`config.mk`:
```
export PLATFORM = sky130hd
export DESIGN_NAME = handshake_constant_elastic
export DESIGN_NICKNAME = d
export VERILOG_FILES = /design/src/rtl/handshake_pkg.sv /design/src/rtl/handshake_token_counter.sv /design/src/rtl/handshake_constant_elastic.sv
export SDC_FILE = /design/constraint.sdc
export NUM_CORES = 1
export LEC_CHECK = 0
export BUFFER_PORTS_ARGS = -buffer_cell sky130_fd_sc_hd__clkbuf_2
export CORE_AREA = 2 2 39 41
export CTS_CLUSTER_DIAMETER = 30
export CTS_CLUSTER_SIZE = 20
export DETAILED_ROUTE_END_ITERATION = 10
export DIE_AREA = 0 0 41 43
export GPL_TIMING_DRIVEN = 0
export PLACE_DENSITY = 0.66
export SKIP_LAST_GASP = 1
export SYNTH_ARGS = -nofsm -noshare
export SYNTH_HDL_FRONTEND = slang
export SYNTH_HIERARCHICAL = 1
export SYNTH_SLANG_ARGS = --single-unit
```
`constraint.sdc`:
```
create_clock -name clk -period 2.2 [get_ports clk]
set_input_delay 0.33 -clock clk [delete_from_list [all_inputs] [get_ports clk]]
set_output_delay 0.33 -clock clk [all_outputs]
set_load 0.05 [all_outputs]
```
`src/rtl/handshake_pkg.sv`:
```
// Shared helpers for handshake dataflow nodes: counter width sizing and
// the ready/valid transfer condition.
package handshake_pkg;

  // Bits needed to hold an occupancy count in the range [0, depth].
  function automatic int cnt_w(input int depth);
    return $clog2(depth + 1);
  endfunction

  // Handshake semantics used by every node: a token moves on a rising clock
  // edge exactly when valid and ready are both high in that cycle. A producer
  // that raises valid keeps it (and its payload) stable until the transfer.
  function automatic logic fire(input logic valid, input logic ready);
    return valid & ready;
  endfunction

endpackage

```
`src/rtl/handshake_token_counter.sv`:
```
// Occupancy counter for an elastic buffer whose tokens carry no data.
// Tracks how many tokens are held (0..DEPTH) and decodes full/empty from
// the registered count only.
module handshake_token_counter
  import handshake_pkg::*;
#(
  parameter int DEPTH = 2
) (
  input  logic                    clk,
  input  logic                    rst,
  input  logic                    i_push,
  input  logic                    i_pop,
  output logic [cnt_w(DEPTH)-1:0] o_cnt,
  output logic                    o_full,
  output logic                    o_empty
);

  localparam int CW = cnt_w(DEPTH);

  logic [CW-1:0] r_cnt;

  // Count up on push, down on pop; push and pop together cancel out.
  always_ff @(posedge clk) begin
    if (rst) begin
      r_cnt <= '0;
    end else if (i_push && !i_pop) begin
      r_cnt <= r_cnt + CW'(1);
    end else if (i_pop && !i_push) begin
      r_cnt <= r_cnt - CW'(1);
    end
  end

  assign o_cnt   = r_cnt;
  assign o_full  = (r_cnt == CW'(DEPTH));
  assign o_empty = (r_cnt == '0);

  // The caller's ready/valid gating must keep the count inside [0, DEPTH].
  a_no_overflow: assert property (@(posedge clk) disable iff (rst) !(i_push && o_full && !i_pop));
  a_no_underflow: assert property (@(posedge clk) disable iff (rst) !(i_pop && o_empty));

endmodule

```
`src/rtl/handshake_constant_elastic.sv`:
```
// Elastic constant source: every token accepted on ctrl produces one token
// carrying a constant on outs, after at least one cycle of buffering in a
// DEPTH-slot occupancy counter. ctrl_ready is decoded from the registered
// count only, so there is no combinational path from outs_ready.
// Optional feature macro HANDSHAKE_CONSTANT_CFG_EN: adds a cfg ready/valid
// port that reloads the constant while the buffer is empty.
module handshake_constant_elastic
  import handshake_pkg::*;
#(
  parameter int          DATA_WIDTH = 32,
  parameter int unsigned VALUE      = 3,
  parameter int          DEPTH      = 2
) (
  input  logic                  clk,
  input  logic                  rst,
  input  logic                  ctrl_valid,
  output logic                  ctrl_ready,
  output logic [DATA_WIDTH-1:0] outs,
  output logic                  outs_valid,
  input  logic                  outs_ready
`ifdef HANDSHAKE_CONSTANT_CFG_EN
  ,
  input  logic                  cfg_valid,
  output logic                  cfg_ready,
  input  logic [DATA_WIDTH-1:0] cfg_value
`endif
);

  localparam int                    CW      = cnt_w(DEPTH);
  localparam logic [DATA_WIDTH-1:0] C_VALUE = DATA_WIDTH'(VALUE);

  logic          w_push;
  logic          w_pop;
  logic          w_full;
  logic          w_empty;
  logic [CW-1:0] w_cnt;

  handshake_token_counter #(
    .DEPTH(DEPTH)
  ) u_counter (
    .clk    (clk),
    .rst    (rst),
    .i_push (w_push),
    .i_pop  (w_pop),
    .o_cnt  (w_cnt),
    .o_full (w_full),
    .o_empty(w_empty)
  );

  // A full buffer refuses input even when the consumer is draining this
  // cycle; the stall reaches upstream one cycle later.
  assign ctrl_ready = !rst && !w_full;
  assign outs_valid = !w_empty;
  assign w_push     = fire(ctrl_valid, ctrl_ready);
  assign w_pop      = fire(outs_valid, outs_ready);

`ifdef HANDSHAKE_CONSTANT_CFG_EN
  logic [DATA_WIDTH-1:0] r_value;
  logic                  w_load;

  // Reload only while nothing is buffered, so queued tokens keep their value.
  assign cfg_ready = !rst && w_empty;
  assign w_load    = fire(cfg_valid, cfg_ready);

  // Runtime constant; a push in the load cycle leaves after the edge and
  // therefore already carries the new value.
  always_ff @(posedge clk) begin
    if (rst) begin
      r_value <= C_VALUE;
    end else if (w_load) begin
      r_value <= cfg_value;
    end
  end

  assign outs = r_value;
`else
  assign outs = C_VALUE;
`endif

  // Producers must hold ctrl_valid until their token is accepted.
  a_ctrl_hold: assert property (@(posedge clk) disable iff (rst) (ctrl_valid && !ctrl_ready) |=> ctrl_valid);
  a_cnt_range: assert property (@(posedge clk) disable iff (rst) w_cnt <= CW'(DEPTH));

endmodule

```
==> flow_summary_export.csv <==
group,metric,value,unit
floorplanning,die_width,41,µm
timing,final.period_utilization,0.774,
timing,timing.final.crit_period,1.70,ns
drt,drt-vias-per-instance,2.79,
drt,via_count,290,
placed_design,io_buffer_count,5,
finish,final_area,561,µm²
worst_hold_path,min-delay-path-class,"in2reg",
global_routing,grt_pass1_wl,779,µm
timing,fmax,587,MHz
finish,share_of_cells_above_drive_strength_1,0.477,
setup_path,worstPathArrival,1.85,ns
job,max-cap-violations,0,
pwr,cellLeakagePower,0.376,nW
logic_synthesis,synth-main-ff-cell,"dfxtp_1",
setup_path,critPathCaptureType,"flop",
cts,clock_latency,0.22,ns
logic_synthesis,post_synth_num_cell_types,13,
placed_design,dp_hpwl,527,µm
run_status,outcome,"completed",
finish,area_growth,47.4,%
cts,clk_pin_slew_worst_paths,0.03,ns
floorplanning,die_area,1760,µm²
timing,report.final.setup_viol,0,
finish,diodes,0,
cts,post_cts_hold_buffer_count,0,
pwr,power_density,852,nW/µm²
global_routing,antenna_found_initial,0,
logic_synthesis,synth.cell_area,380,µm²
pwr,worst_case_vdd_ir_drop,0.376,mV
logic_synthesis,synth_seq_cells,2,
cts,post_cts_resized,0,
setup_path,critical_path_required,2.34,ns
cts,post_cts_buffers,0,
setup_path,r2r_end,"u_counter/o_cnt[1]",
timing,timing.setup.tns,0,ns
cts,cts-htree-levels,1,
floorplanning,std_cell_rows,14,
placed_design,placed_cell_area,538,µm²
logic_synthesis,postSynth.asyncResetShare,0,
setup_path,crit_path_start,"u_counter/o_cnt[0]",
drt,routed_wirelength,557,µm
drt,routedWlPerCell,5.36,µm
setup_path,r2r_cells,5,
floorplanning,initial_utilization,0.275,
setup_path,rr_startpoint,"u_counter/o_cnt[0]",
cts,cts_inserted_buffers,3,
global_routing,vias_in_the_first_global_route,216,
logic_synthesis,syn-instance-count,50,
global_routing,grt_start_max_net_pins,5,
setup_path,critical_path.top_delay_family,"simple AND/OR/NAND/NOR gates",
logic_synthesis,synth.most_common_cell,"buf_4",
timing,final_critical_path_setup_slack,0.497,ns
logic_synthesis,mean_instance_size_in_the_synthesized_netlist,7.61,µm²
setup_path,critical_path.cell_chain,"and2b_2 -> nor3b_2 -> ha_1 -> or3_1 -> a21oi_1",
setup_path,setup.reg_to_reg.worst_slack,0.50,ns
drt,first_iter_violations,1,
setup_path,startpoint_type,"flop",
drt,drt_first_pass_iters,2,
logic_synthesis,ys_seq_area_frac,0.105,
setup_path,worstPathBufferInverterCount,0,
placed_design,detailedPlace.worstSlack,0.505,ns
finish,design.final.nets,95,
setup_path,critPathSlowestCell,"dfxtp_1",
global_routing,grt.total_usage,0.0671,
drt,detail_route.drc_violations,0,
setup_path,worst-path-max-fanout,4,
setup_path,worst-setup-path-type,"reg2reg",
cts,cts_tree,"built",
logic_synthesis,number_of_synthesis_warnings,6,
global_routing,globalRouteOverflowTotal,0,
logic_synthesis,synth_top_area_share,0.632,
logic_synthesis,synth_largest_area_cell,"buf_4",
setup_path,cp_num_cells,5,
placed_design,gp_congestion,0.528,
logic_synthesis,synth.area.top_cells,"buf_4 (63%), dfxtp_1 (11%), xor2_1 (4.6%)",
worst_hold_path,timing.hold.worst_path_depth,2,
drt,ant_nets,0,
floorplanning,io-pin-count,38,
setup_path,critical-path-max-stage-delay,0.38,ns
cts,clock_tree.root_cell,"clkbuf_4",
timing,timing.clock.skew,0.00181,ns
timing,rsz0062_at_grt,"false",
floorplanning,die_height,43,µm
timing,hold_viol_final,0,
timing,timing.final.max_slew_violations,0,
cts,clock-sinks,2,
logic_synthesis,synth-edff-count,0,
setup_path,critical_path.endpoint,"u_counter/o_cnt[1]",
finish,fin_util,0.405,
logic_synthesis,synth.cells.most_frequent,"buf_4 (32), nor2_1 (3)",
finish,largest_register_ff_count,2,
cts,cts_max_path_buffers,2,
finish,fillerInstances,156,
floorplanning,core,1380,µm²
-- through the flow --
step,total power [mW],hold slack [ns],std cells
2_1_floorplan,0.361,0.399,80
3_3_place_gp,0.388,0.482,101
3_5_place_dp,0.397,0.500,101
4_1_cts,0.483,0.331,104
5_1_grt,0.511,0.349,104
6_report,0.478,0.349,104
-- report_power, final --
| part | internal, mW | switching [mW] | total (mW) |
|---|---|---|---|
| combinational | 0.0934 | 0.239 | 0.333 |
| sequential | 0.0518 | 0.0138 | 0.0656 |
| clock | 0.0600 | 0.0190 | 0.0791 |
| total | 0.205 | 0.272 | 0.478 |
-- cell type report --
cell class / count / area (µm²) / share of cell area
Buffer: 32 / 240 / 0.429
Sequential cell: 2 / 40.0 / 0.0714
Timing Repair Buffer: 5 / 25.0 / 0.0446
Inverter: 2 / 7.51 / 0.0134
Clock buffer: 3 / 22.5 / 0.0402
Tap cell: 16 / 20.0 / 0.0357
Multi-Input combinational cell: 44 / 205 / 0.366
-- worst min-delay path by stage --
stage / startpoint / endpoint / slack (ns)
after floorplan: rst / u_counter/o_cnt[1] / 0.40
after global placement: u_counter/o_cnt[1] / u_counter/o_cnt[1] / 0.48
after detailed placement: u_counter/o_cnt[1] / u_counter/o_cnt[1] / 0.50
after CTS: rst / u_counter/o_cnt[1] / 0.33
after global routing: rst / u_counter/o_cnt[1] / 0.35
final: rst / u_counter/o_cnt[0] / 0.35
-- layout by cell type, fill, tap and decap left out --
cell | Yosys | final
clkbuf_4 | 0 | 3
o21ai_0 | 1 | 1
inv_1 | 2 | 2
xor2_1 | 2 | 2
nor2_1 | 3 | 3
buf_4 | 32 | 32
clkbuf_2 | 0 | 5
conb_1 | 2 | 32
or3_1 | 1 | 1
nor3b_2 | 1 | 1
nor2b_1 | 1 | 1
dfxtp_1 | 2 | 2
and2b_2 | 1 | 1
a21oi_1 | 1 | 1
ha_1 | 1 | 1
-- cells by family after synthesis --
logic type | share of synthesized area
fa+ha+maj | 0.0329
buf+inv | 0.651
simple gates | 0.118
other cells | 0.0197
flops | 0.105
xor+xnor | 0.0461
compound gates | 0.0263
-- routing by layer --
layer  up-vias  GRT usage  part of all wire
met3         0     0.0262              0.13
met2        19      0.122              0.55
met1       107     0.0447              0.31
met4         0     0.0600                 0
li1        164          -                 -
met5         -          0                 0
Note: power is estimated with default switching activity, not from simulation.
